===== config.mk =====
export PLATFORM = sky130hd
export DESIGN_NAME = ex_mem_stage_reg
export DESIGN_NICKNAME = d
export VERILOG_FILES = /design/src/rtl/ex_mem_pkg.sv /design/src/rtl/ex_mem_store_align.sv /design/src/rtl/ex_mem_stage_reg.sv
export SDC_FILE = /design/constraint.sdc
export NUM_CORES = 1
export LEC_CHECK = 0
export ABC_AREA = 1
export CAP_MARGIN = 15
export CORE_MARGIN = 2
export CORE_UTILIZATION = 45
export DETAILED_ROUTE_END_ITERATION = 12
export MAX_ROUTING_LAYER = met4
export PLACE_DENSITY = 0.78
export RECOVER_POWER = 25
export SLEW_MARGIN = 40
export SYNTH_ARGS = -nofsm -noshare
export SYNTH_HDL_FRONTEND = slang
export SYNTH_SLANG_ARGS = --single-unit

===== constraint.sdc =====
create_clock -name clk_i -period 6.1 [get_ports clk_i]
set_clock_uncertainty 0.15 [all_clocks]
set_input_delay 0.61 -clock clk_i [delete_from_list [all_inputs] [get_ports clk_i]]
set_output_delay 0.61 -clock clk_i [all_outputs]
set_load 0.005 [all_outputs]

===== src/rtl/ex_mem_pkg.sv =====
// Shared types and constants for the EX/MEM stage register: control bundle,
// default-width payload view, store-size encodings and a control-gating helper.
package ex_mem_pkg;

    localparam int EX_MEM_XLEN       = 32;
    localparam int EX_MEM_REG_ADDR_W = 5;

    localparam logic [1:0] MEM_SIZE_BYTE = 2'b00;
    localparam logic [1:0] MEM_SIZE_HALF = 2'b01;
    localparam logic [1:0] MEM_SIZE_WORD = 2'b10;

    typedef struct packed {
        logic reg_write;
        logic mem_reg;
        logic mem_read;
        logic mem_write;
    } ex_mem_ctrl_t;

    typedef struct packed {
        ex_mem_ctrl_t                 ctrl;
        logic [EX_MEM_XLEN-1:0]       alu_result;
        logic [EX_MEM_XLEN-1:0]       store_data;
        logic [EX_MEM_REG_ADDR_W-1:0] rd_addr;
        logic [1:0]                   size;
    } ex_mem_payload_t;

    // Controls are only meaningful while the entry they belong to is valid
    function automatic ex_mem_ctrl_t gate_ctrl(input ex_mem_ctrl_t ctrl, input logic valid);
        ex_mem_ctrl_t g;
        if (valid) begin
            g = ctrl;
        end else begin
            g = ex_mem_ctrl_t'(4'b0000);
        end
        return g;
    endfunction

endpackage


===== src/rtl/ex_mem_store_align.sv =====
// Store lane alignment: byte enables and shifted store data from size and the
// low address bits. Only instantiated when STORE_MASK_EN is defined.
module ex_mem_store_align
    import ex_mem_pkg::*;
#(
    parameter int XLEN = 32
) (
    input  logic [1:0]        size_i,
    input  logic [1:0]        addr_i,
    input  logic [XLEN-1:0]   data_i,
    input  logic              write_i,
    output logic [XLEN/8-1:0] be_o,
    output logic [XLEN-1:0]   data_o
);

    localparam int BE_W = XLEN / 8;

    logic [BE_W-1:0] be_raw_s;

    // Half-word stores ignore addr[0]; unknown sizes enable no lanes
    always_comb begin
        be_raw_s = '0;
        data_o   = data_i;
        case (size_i)
            MEM_SIZE_BYTE: begin
                be_raw_s = BE_W'(1) << addr_i;
                data_o   = XLEN'(data_i[7:0]) << {addr_i, 3'b000};
            end
            MEM_SIZE_HALF: begin
                be_raw_s = BE_W'(3) << {addr_i[1], 1'b0};
                data_o   = XLEN'(data_i[15:0]) << {addr_i[1], 4'b0000};
            end
            MEM_SIZE_WORD: begin
                be_raw_s = '1;
                data_o   = data_i;
            end
            default: begin
                be_raw_s = '0;
                data_o   = data_i;
            end
        endcase
    end

    assign be_o = write_i ? be_raw_s : '0;

endmodule


===== src/rtl/ex_mem_stage_reg.sv =====
// Elastic EX/MEM pipeline register with valid/ready handshake, flush, optional
// skid entry (SKID), forwarding taps and a saturating stall counter.
// Define STORE_MASK_EN to add mem_be_o and lane-aligned store data.
module ex_mem_stage_reg
    import ex_mem_pkg::*;
#(
    parameter int XLEN        = 32,
    parameter int REG_ADDR_W  = 5,
    parameter int SKID        = 1,
    parameter int STALL_CNT_W = 16
) (
    input  logic                   clk_i,
    input  logic                   rst_i,
    input  logic                   flush_i,
    input  logic                   in_valid_i,
    output logic                   in_ready_o,
    input  logic                   reg_write_i,
    input  logic                   mem_reg_i,
    input  logic                   mem_read_i,
    input  logic                   mem_write_i,
    input  logic [XLEN-1:0]        alu_result_i,
    input  logic [XLEN-1:0]        rs2_data_i,
    input  logic [REG_ADDR_W-1:0]  rd_addr_i,
    input  logic [1:0]             mem_size_i,
    output logic                   out_valid_o,
    input  logic                   out_ready_i,
    output logic                   reg_write_o,
    output logic                   mem_reg_o,
    output logic                   mem_read_o,
    output logic                   mem_write_o,
    output logic [XLEN-1:0]        alu_result_o,
    output logic [XLEN-1:0]        mem_data_o,
    output logic [REG_ADDR_W-1:0]  rd_addr_o,
    output logic                   fwd_valid_o,
    output logic [REG_ADDR_W-1:0]  fwd_rd_addr_o,
    output logic [XLEN-1:0]        fwd_data_o,
`ifdef STORE_MASK_EN
    output logic [XLEN/8-1:0]      mem_be_o,
`endif
    output logic [STALL_CNT_W-1:0] stall_cnt_o
);

    // Parameterised counterpart of ex_mem_payload_t
    typedef struct packed {
        ex_mem_ctrl_t          ctrl;
        logic [XLEN-1:0]       alu_result;
        logic [XLEN-1:0]       store_data;
        logic [REG_ADDR_W-1:0] rd_addr;
        logic [1:0]            size;
    } entry_t;

    entry_t                 main_q, main_d, skid_q, skid_d, in_entry_s;
    logic                   main_v_q, main_v_d, skid_v_q, skid_v_d;
    logic [STALL_CNT_W-1:0] stall_cnt_q, stall_cnt_d;
    logic                   accept_s, retire_s;
    ex_mem_ctrl_t           ctrl_out_s;

    if (SKID != 0) begin : g_skid
        assign in_ready_o = !skid_v_q;
    end else begin : g_noskid
        assign in_ready_o = !main_v_q | out_ready_i;
    end

    assign accept_s = in_valid_i & in_ready_o;
    assign retire_s = main_v_q & out_ready_i;

    // Capture: x0 is never written back, so its reg_write is dropped here
    always_comb begin
        in_entry_s.ctrl.reg_write = reg_write_i & (|rd_addr_i);
        in_entry_s.ctrl.mem_reg   = mem_reg_i;
        in_entry_s.ctrl.mem_read  = mem_read_i;
        in_entry_s.ctrl.mem_write = mem_write_i;
        in_entry_s.alu_result     = alu_result_i;
        in_entry_s.store_data     = rs2_data_i;
        in_entry_s.rd_addr        = rd_addr_i;
        in_entry_s.size           = mem_size_i;
    end

    // Main entry refills from skid first so order is preserved; flush drops all
    always_comb begin
        main_d   = main_q;
        main_v_d = main_v_q;
        skid_d   = skid_q;
        skid_v_d = skid_v_q;
        if (flush_i) begin
            main_v_d = 1'b0;
            skid_v_d = 1'b0;
        end else if (!main_v_q || retire_s) begin
            if (skid_v_q) begin
                main_d   = skid_q;
                main_v_d = 1'b1;
                skid_v_d = 1'b0;
            end else if (accept_s) begin
                main_d   = in_entry_s;
                main_v_d = 1'b1;
            end else begin
                main_v_d = 1'b0;
            end
        end else if (accept_s && (SKID != 0)) begin
            skid_d   = in_entry_s;
            skid_v_d = 1'b1;
        end else begin
            skid_v_d = skid_v_q;
        end
    end

    // Stall counter saturates at all-ones; only reset clears it
    always_comb begin
        if (main_v_q && !out_ready_i && !(&stall_cnt_q)) begin
            stall_cnt_d = stall_cnt_q + STALL_CNT_W'(1);
        end else begin
            stall_cnt_d = stall_cnt_q;
        end
    end

    // Stage state registers
    always_ff @(posedge clk_i or posedge rst_i) begin
        if (rst_i) begin
            main_q      <= '0;
            skid_q      <= '0;
            main_v_q    <= 1'b0;
            skid_v_q    <= 1'b0;
            stall_cnt_q <= '0;
        end else begin
            main_q      <= main_d;
            skid_q      <= skid_d;
            main_v_q    <= main_v_d;
            skid_v_q    <= skid_v_d;
            stall_cnt_q <= stall_cnt_d;
        end
    end

    assign ctrl_out_s    = gate_ctrl(main_q.ctrl, main_v_q);
    assign out_valid_o   = main_v_q;
    assign reg_write_o   = ctrl_out_s.reg_write;
    assign mem_reg_o     = ctrl_out_s.mem_reg;
    assign mem_read_o    = ctrl_out_s.mem_read;
    assign mem_write_o   = ctrl_out_s.mem_write;
    assign alu_result_o  = main_q.alu_result;
    assign rd_addr_o     = main_q.rd_addr;
    assign fwd_valid_o   = main_v_q & ctrl_out_s.reg_write;
    assign fwd_rd_addr_o = main_q.rd_addr;
    assign fwd_data_o    = main_q.alu_result;
    assign stall_cnt_o   = stall_cnt_q;

`ifdef STORE_MASK_EN
    ex_mem_store_align #(
        .XLEN(XLEN)
    ) u_store_align (
        .size_i (main_q.size),
        .addr_i (main_q.alu_result[1:0]),
        .data_i (main_q.store_data),
        .write_i(ctrl_out_s.mem_write),
        .be_o   (mem_be_o),
        .data_o (mem_data_o)
    );
`else
    logic unused_size_s;
    assign unused_size_s = ^main_q.size;
    assign mem_data_o    = main_q.store_data;
`endif

endmodule


==> metrics.txt, run 1 <==
Initial DRT Pass Iterations=5; first-pass GRT wire length=29.6 mm; largest net degree at the start of global routing=121; post-synth cell types=24; Ports=209; Max Cap Violations=2; P_leak=4.98 nW; DIE HEIGHT=141 µm; FF-to-FF End=alu_result_o[14]; H-tree levels=4; Max-slew headroom=-34.4%; CTS tree=done; Num Clock Sinks=164; core region area=0.0186 mm²; hold path depth=2; layout cells sized above 1=10.8%; Power per Cell Area=312 mW/mm²; # DRC=0; routed len/inst=13.6 µm; port bufs=206; Setup TNS=0 ns; failing checks=max-capacitance violations, max-slew violations; FF-to-FF setup slack=3.33 ns; GPL Wtd Cong=0.858; CTS root buf=clkbuf_16; post-cts sizing count=0; status=finished, violations left; Crit Path Category=input port to async pin; Final nets=1152; postcts setup bufs=0; Req. time, crit path=6.16 ns; starting density of the core=45.4%; Critical Path Start Type=input port; CTS Hold Buffers Added=0; total wire length=17.9 mm; vias in the first global route=5934; vias=6279; synthesis-to-layout area growth=22.1%; unrepaired setup endpoints after global routing=no; antenna violations before repair=1; Max Fclk=269 MHz; total track usage=19.0%; period utilisation layout=60.9%; Die Wd=141 µm; Synth Net Count=1075; Max clock buf depth=2; Hold Vio Cnt, Final=0; worst r2r src=out_valid_o; dpl hpwl=11.9 mm; Antenna Nets Post-Route=0; Worst EP arrival=3.78 ns; critical path fanouts, max=69; Cells after Synth=994; Yosys warning count=0; Core Rows=50; global route total overflow=0; HP Class=flop to flop; worst vdd ir=184 µV; Pins Over Slew Limit=115; Setup crit start=rst_i; 1st-iter DRT viols=375; vias per cell=4.77; placed cell areas=0.00972 mm²; crit path to=skid_q[71]; actual transition at the worst max-transition pin=2.01 ns; path depth of the worst reg2reg path=6; Num CTS Buffers=17; Setup violations, final=0; Final min period=3.72 ns; clock latency on the worst-skew pair=0.41 ns; sequential share of the synthesized area=48.6%; #FFs+latches synth=164; synthesized area per cell=8.49 µm²; critical path endpoint category=async pin; final instance area=0.0103 mm²; Clock transition at path regs=0.06 ns; Syn Std Cell Area=0.00844 mm²; Die Area=0.0199 mm²
registers in the layout (all words and copies together) (netlist names):
name	count
alu_result_o	32
fwd_rd_addr_o	5
main_q	4
mem_data_o	32
out_valid_o	1
skid_q	73
skid_v_q	1
stall_cnt_o	16
cell usage in the layout (no fill, tap or decap), types with 2 or more instances in the layout:
cell type / synthesis / routed
dfrtp_1: 164 / 164
nor2_1: 25 / 26
nand2_1: 295 / 295
o21ai_0: 115 / 115
nand3_1: 12 / 12
clkbuf_16: 0 / 17
nand3b_1: 2 / 2
nor2_2: 2 / 2
nand4_1: 7 / 7
clkinv_2: 0 / 3
inv_6: 0 / 3
clkbuf_8: 0 / 2
o21ai_2: 73 / 73
xnor2_1: 2 / 2
xor2_1: 2 / 2
inv_1: 97 / 96
o21ai_1: 35 / 35
clkdlybuf4s50_1: 0 / 205
buf_4: 111 / 4
bufinv_16: 0 / 2
clkinv_4: 0 / 4
through the flow:
stage | setup slack [ns] | utilization, % | hold slack [ns] | power [mW] | std cells
2_1_floorplan | 0.907 | - | 0.299 | 1.94 | 994
3_3_place_gp | 2.84 | 52.3 | 0.307 | 2.15 | 1285
3_5_place_dp | 2.82 | 52.3 | 0.312 | 2.18 | 1285
4_1_cts | 3.23 | 55.4 | 0.328 | 3.25 | 1315
5_1_grt | 1.76 | 55.4 | 0.340 | 3.40 | 1317
6_report | 2.38 | 55.4 | 0.324 | 3.22 | 1317
cell usage after synthesis:
cell type	number	area, µm²
nand2_1	295	1110
dfrtp_1	164	4100
o21ai_0	115	576
buf_4	111	833
inv_1	97	364
o21ai_2	73	639
o21ai_1	35	175
nor2_1	25	93.8
buf_6	18	203
clkbuf_1	14	52.6
nand3_1	12	60.1
buf_2	8	40.0
nand4_1	7	43.8
buf_1	4	15.0
inv_2	3	11.3
nand3b_1	2	15.0
nor2_2	2	12.5
xnor2_1	2	17.5
xor2_1	2	17.5
ha_1	1	12.5
nand2_2	1	6.26
nand3_2	1	10.0
nor2_8	1	20.0
o21bai_1	1	7.51
kinds of logic (layout without fill, tap and decap cells):
| group | after synthesis | in the layout | share of synthesized area, % |
|---|---|---|---|
| DFF | 164 | 164 | 48.6 |
| xor gates and xnor gates | 4 | 4 | 0.415 |
| adders and majority gates | 1 | 1 | 0.148 |
| and+or+nand+nor | 346 | 346 | 16.2 |
| AOI/OAI and AO/OA | 224 | 224 | 16.6 |
| other | 0 | 1 | 0 |
| buffers and inverters | 255 | 343 | 18.0 |
critical path: stages:
cell and delay (ns):
dlygate4sd3_1 0.55, clkinvlp_2 1.15, clkbuf_2 1.42
area by class of cell:
class | count | area (µm²)
flip-flops and latches | 164 | 4100
well taps | 234 | 293
clock buffers | 19 | 453
repair buffers | 213 | 2130
multi-input cells | 575 | 2810
fillers | 1681 | 8280
inverters | 100 | 384
diodes | 1 | 2.50
clock inverters | 11 | 128
power breakdown:
group	switching (mW)	internal [mW]	total [mW]
Sequential	0.144	1.30	1.45
Combinational	0.297	0.417	0.714
Clock	0.433	0.623	1.06
metal layers:
| metal | global-route usage (%) | up-vias | share of wire [%] |
|---|---|---|---|
| li1 | - | 3192 | - |
| met1 | 24.0 | 2917 | 45 |
| met2 | 31.3 | 155 | 50 |
| met3 | 3.13 | 15 | 4.2 |
| met4 | 6.37 | 0 | 0.94 |
| met5 | - | - | 0 |
how the worst min path moves through the flow:
stage	startpoint	to	slack (ns)
after detailed placement	skid_q[26]	skid_q[26]	0.31
final	skid_q[48]	skid_q[48]	0.32
after CTS	skid_q[48]	skid_q[48]	0.33
after floorplan	main_q[74]	main_q[74]	0.30
after global placement	skid_q[23]	skid_q[23]	0.31
after global routing	skid_q[72]	skid_q[72]	0.34
Note: power is estimated with default switching activity, not from simulation.
==> run 2: changes to the inputs <==
--- a/config.mk
+++ b/config.mk
@@ -11,7 +11,7 @@
 export CORE_UTILIZATION = 45
 export DETAILED_ROUTE_END_ITERATION = 12
 export MAX_ROUTING_LAYER = met4
-export PLACE_DENSITY = 0.78
+export PLACE_DENSITY = 0.81
 export RECOVER_POWER = 25
 export SLEW_MARGIN = 40
 export SYNTH_ARGS = -nofsm -noshare
==> constraint.sdc (replaced) <==
create_clock -name clk_i -period 3 [get_ports clk_i]
set_clock_uncertainty 0.15 [all_clocks]
set_input_delay 0.3 -clock clk_i [delete_from_list [all_inputs] [get_ports clk_i]]
set_output_delay 0.3 -clock clk_i [all_outputs]
set_load 0.005 [all_outputs]
==> run 2 against run 1 <==
Net effect:
- the run now ends clean
- wire length decreased by 3.6%
- sequential share of layout area decreased by 0.14 points
- critical endpoint is now reg_write_o
- largest cell class unchanged
- clock-buffer cell count decreased by 1
- critical path type is now flop to primary output
- combinational power increased by 100%
- critical path depth unchanged
- total power increased by 100%
- global-route usage decreased by 0.69 points
- design area increased by 0.36%
- worst setup slack got worse by 1.5 ns
- hold slack got worse by 0.024 ns
- non-clock buffer count increased by 1
==> metrics.txt, run 2 (synthesis results as in run 1) <==
H-tree levels=4 (unchanged); clock latency on the worst-skew pair=0.41 ns (about the same); min-delay src=alu_result_i[22]; internal power=4.67 mW (+100%); CTS root buf=clkbuf_16; filler instances=1657 (-1.4%); max reg flops=73 (unchanged); P_leak=5.00 nW (+0.28%); slowest stage delay, CP=0.55 ns (-0.87 ns); antenna violations before repair=0 (-1); Worst path top cell family by delay=buffers and inverters; worst vdd ir=382 µV (+110%); Setup violations, final=0 (unchanged); GPL Wtd Cong=0.842 (-1.9%); path depth of the worst reg2reg path=8 (+2); post-route insts no fill=1320 (+0.23%); dpl cells=1287 (+0.16%); Die Area=0.0199 mm² (unchanged); core region area=0.0186 mm² (unchanged); routed len/inst=13.1 µm (-3.8%); Design Power=6.47 mW (+100%); largest net degree at the start of global routing=124 (+2.5%); vias per cell=4.74 (-0.66%); Max Cap Violations=0 (-2); Setup WS post-layout=0.910 ns (-1.47 ns); Logic pwr share=22.4% (+0.2 points); CTS Hold Buffers Added=0 (unchanged); Clock Power Share=32.3% (-0.5 points); worst r2r src=out_valid_o; total wire length=17.3 mm (-3.6%); critical path endpoint category=primary output; Max-slew headroom=2.08% (+37 points); critical path's slowest cell=dfrtp_1; Die Wd=141 µm (unchanged); status=finished, final reports clean; Crit Path Category=flop to primary output; HP Class=input port to flop; FF-to-FF End=skid_q[49]; Antenna Nets Post-Route=0 (unchanged); hold endpoint=skid_q[61]; switching power share of the total=27.8% (+0.63 points); layout cells sized above 1=11.3% (+0.52 points); postcts setup bufs=0 (unchanged); Num CTS Buffers=17 (unchanged); Largest Register=skid_q; most common cell after layout, fill and taps aside=nand2_1; post-cts sizing count=0 (unchanged); FF-to-FF setup slack=0.99 ns (-2.34 ns); final core utilization=55.6% (+0.20 points); Critical Path, Cell by Cell=nand2_1 -> inv_1 -> clkdlybuf4s50_1; first-pass GRT wire length=28.7 mm (-2.9%); CTS tree=done; dpl hpwl=11.7 mm (-1.9%); global route total overflow=0 (unchanged); Setup TNS=0 ns (unchanged); unrepaired setup endpoints after global routing=no; Req. time, crit path=2.55 ns (-3.61 ns); Initial DRT Pass Iterations=4 (-1); period utilisation layout=69.7%; # DRC=0 (unchanged); Max Fclk=479 MHz; Core Rows=50 (unchanged); critical path fanouts, max=6 (-91%); sequential power share=45.3% (+0.3 points); total track usage=18.3% (-0.69 points); DIE HEIGHT=141 µm (unchanged); Buf/Inv on CP=2 (-1); port bufs=206 (unchanged); commonest cells after routing, fill and taps aside=nand2_1 (295), clkdlybuf4s50_1 (205), dfrtp_1 (164); vias=6252 (-0.43%); Pins Over Slew Limit=0 (-100%); Ports=209 (unchanged); synthesis-to-layout area growth=22.5%; hold path depth=3 (+1); Power per Cell Area=626 mW/mm² (+100%); starting density of the core=45.4% (unchanged); Num Clock Sinks=164 (unchanged); Worst EP arrival=1.64 ns (-2.14 ns); Final nets=1153 (+0.087%); Final min period=2.09 ns; worst slack, placed=0.640 ns (-2.18 ns); 1st-iter DRT viols=310 (-17%); Clock transition at path regs=0.07 ns (about the same); vias in the first global route=5933 (-0.017%); Hold Vio Cnt, Final=0 (unchanged); switching power=1.80 mW (+110%); actual transition at the worst max-transition pin=1.47 ns (-0.537 ns); Max clock buf depth=2 (unchanged); Critical Path Start Type=flop
[run 2: worst max-delay path by stage]
stage / from / endpoint / slack, ns / cells after the start
floorplan: rst_i / alu_result_o[0] / 0.47 / 1
global placement: out_ready_i / skid_q[44] / 0.61 / 8
detailed placement: out_ready_i / skid_q[23] / 0.64 / 8
CTS: out_valid_o / skid_q[27] / 0.86 / 8
global route: rst_i / skid_q[68] / 0.74 / 3
finish: out_valid_o / reg_write_o / 0.91 / 3
[run 2: per-stage QoR]
stage / hold WS [ns] / cell area, µm²
2_1_floorplan: 0.258 / 8440
3_3_place_gp: 0.307 / 9790
3_5_place_dp: 0.312 / 9790
4_1_cts: 0.201 / 10400
5_1_grt: 0.297 / 10300
6_report: 0.300 / 10300
[run 2: power by group through the flow]
stage,clock [mW],combinational (mW),sequential [mW]
6_report,2.09,1.45,2.93
5_1_grt,2.25,1.61,2.99
4_1_cts,2.15,1.48,2.93
3_5_place_dp,0,1.48,2.97
3_3_place_gp,0,1.44,2.94
2_1_floorplan,0,1.05,2.89
[run 2: worst min-delay path, stage by stage]
cell	delay, ns
clkdlybuf4s50_1	0.39
inv_1	0.08
o21ai_2	0.06
[run 2: layout make-up]
class / instances / area, µm² / share of cell area [%]
antenna: 1 / 2.50 / 0.0242
clock buffer: 18 / 439 / 4.25
clock inverter: 14 / 129 / 1.25
inverter: 100 / 382 / 3.69
multi-input combinational: 575 / 2820 / 27.3
sequential: 164 / 4100 / 39.7
tap: 234 / 293 / 2.83
timing repair buffer: 214 / 2160 / 20.9
[run 2: layer usage]
metal | GRT usage [%] | wire [µm] | share of wire [%] | vias to the layer above
li1 | - | - | - | 3182
met1 | 22.8 | 7640 | 44 | 2928
met2 | 30.3 | 8830 | 51 | 130
met3 | 2.99 | 592 | 3.4 | 12
met4 | 6.74 | 206 | 1.2 | 0
met5 | - | 0 | 0 | -
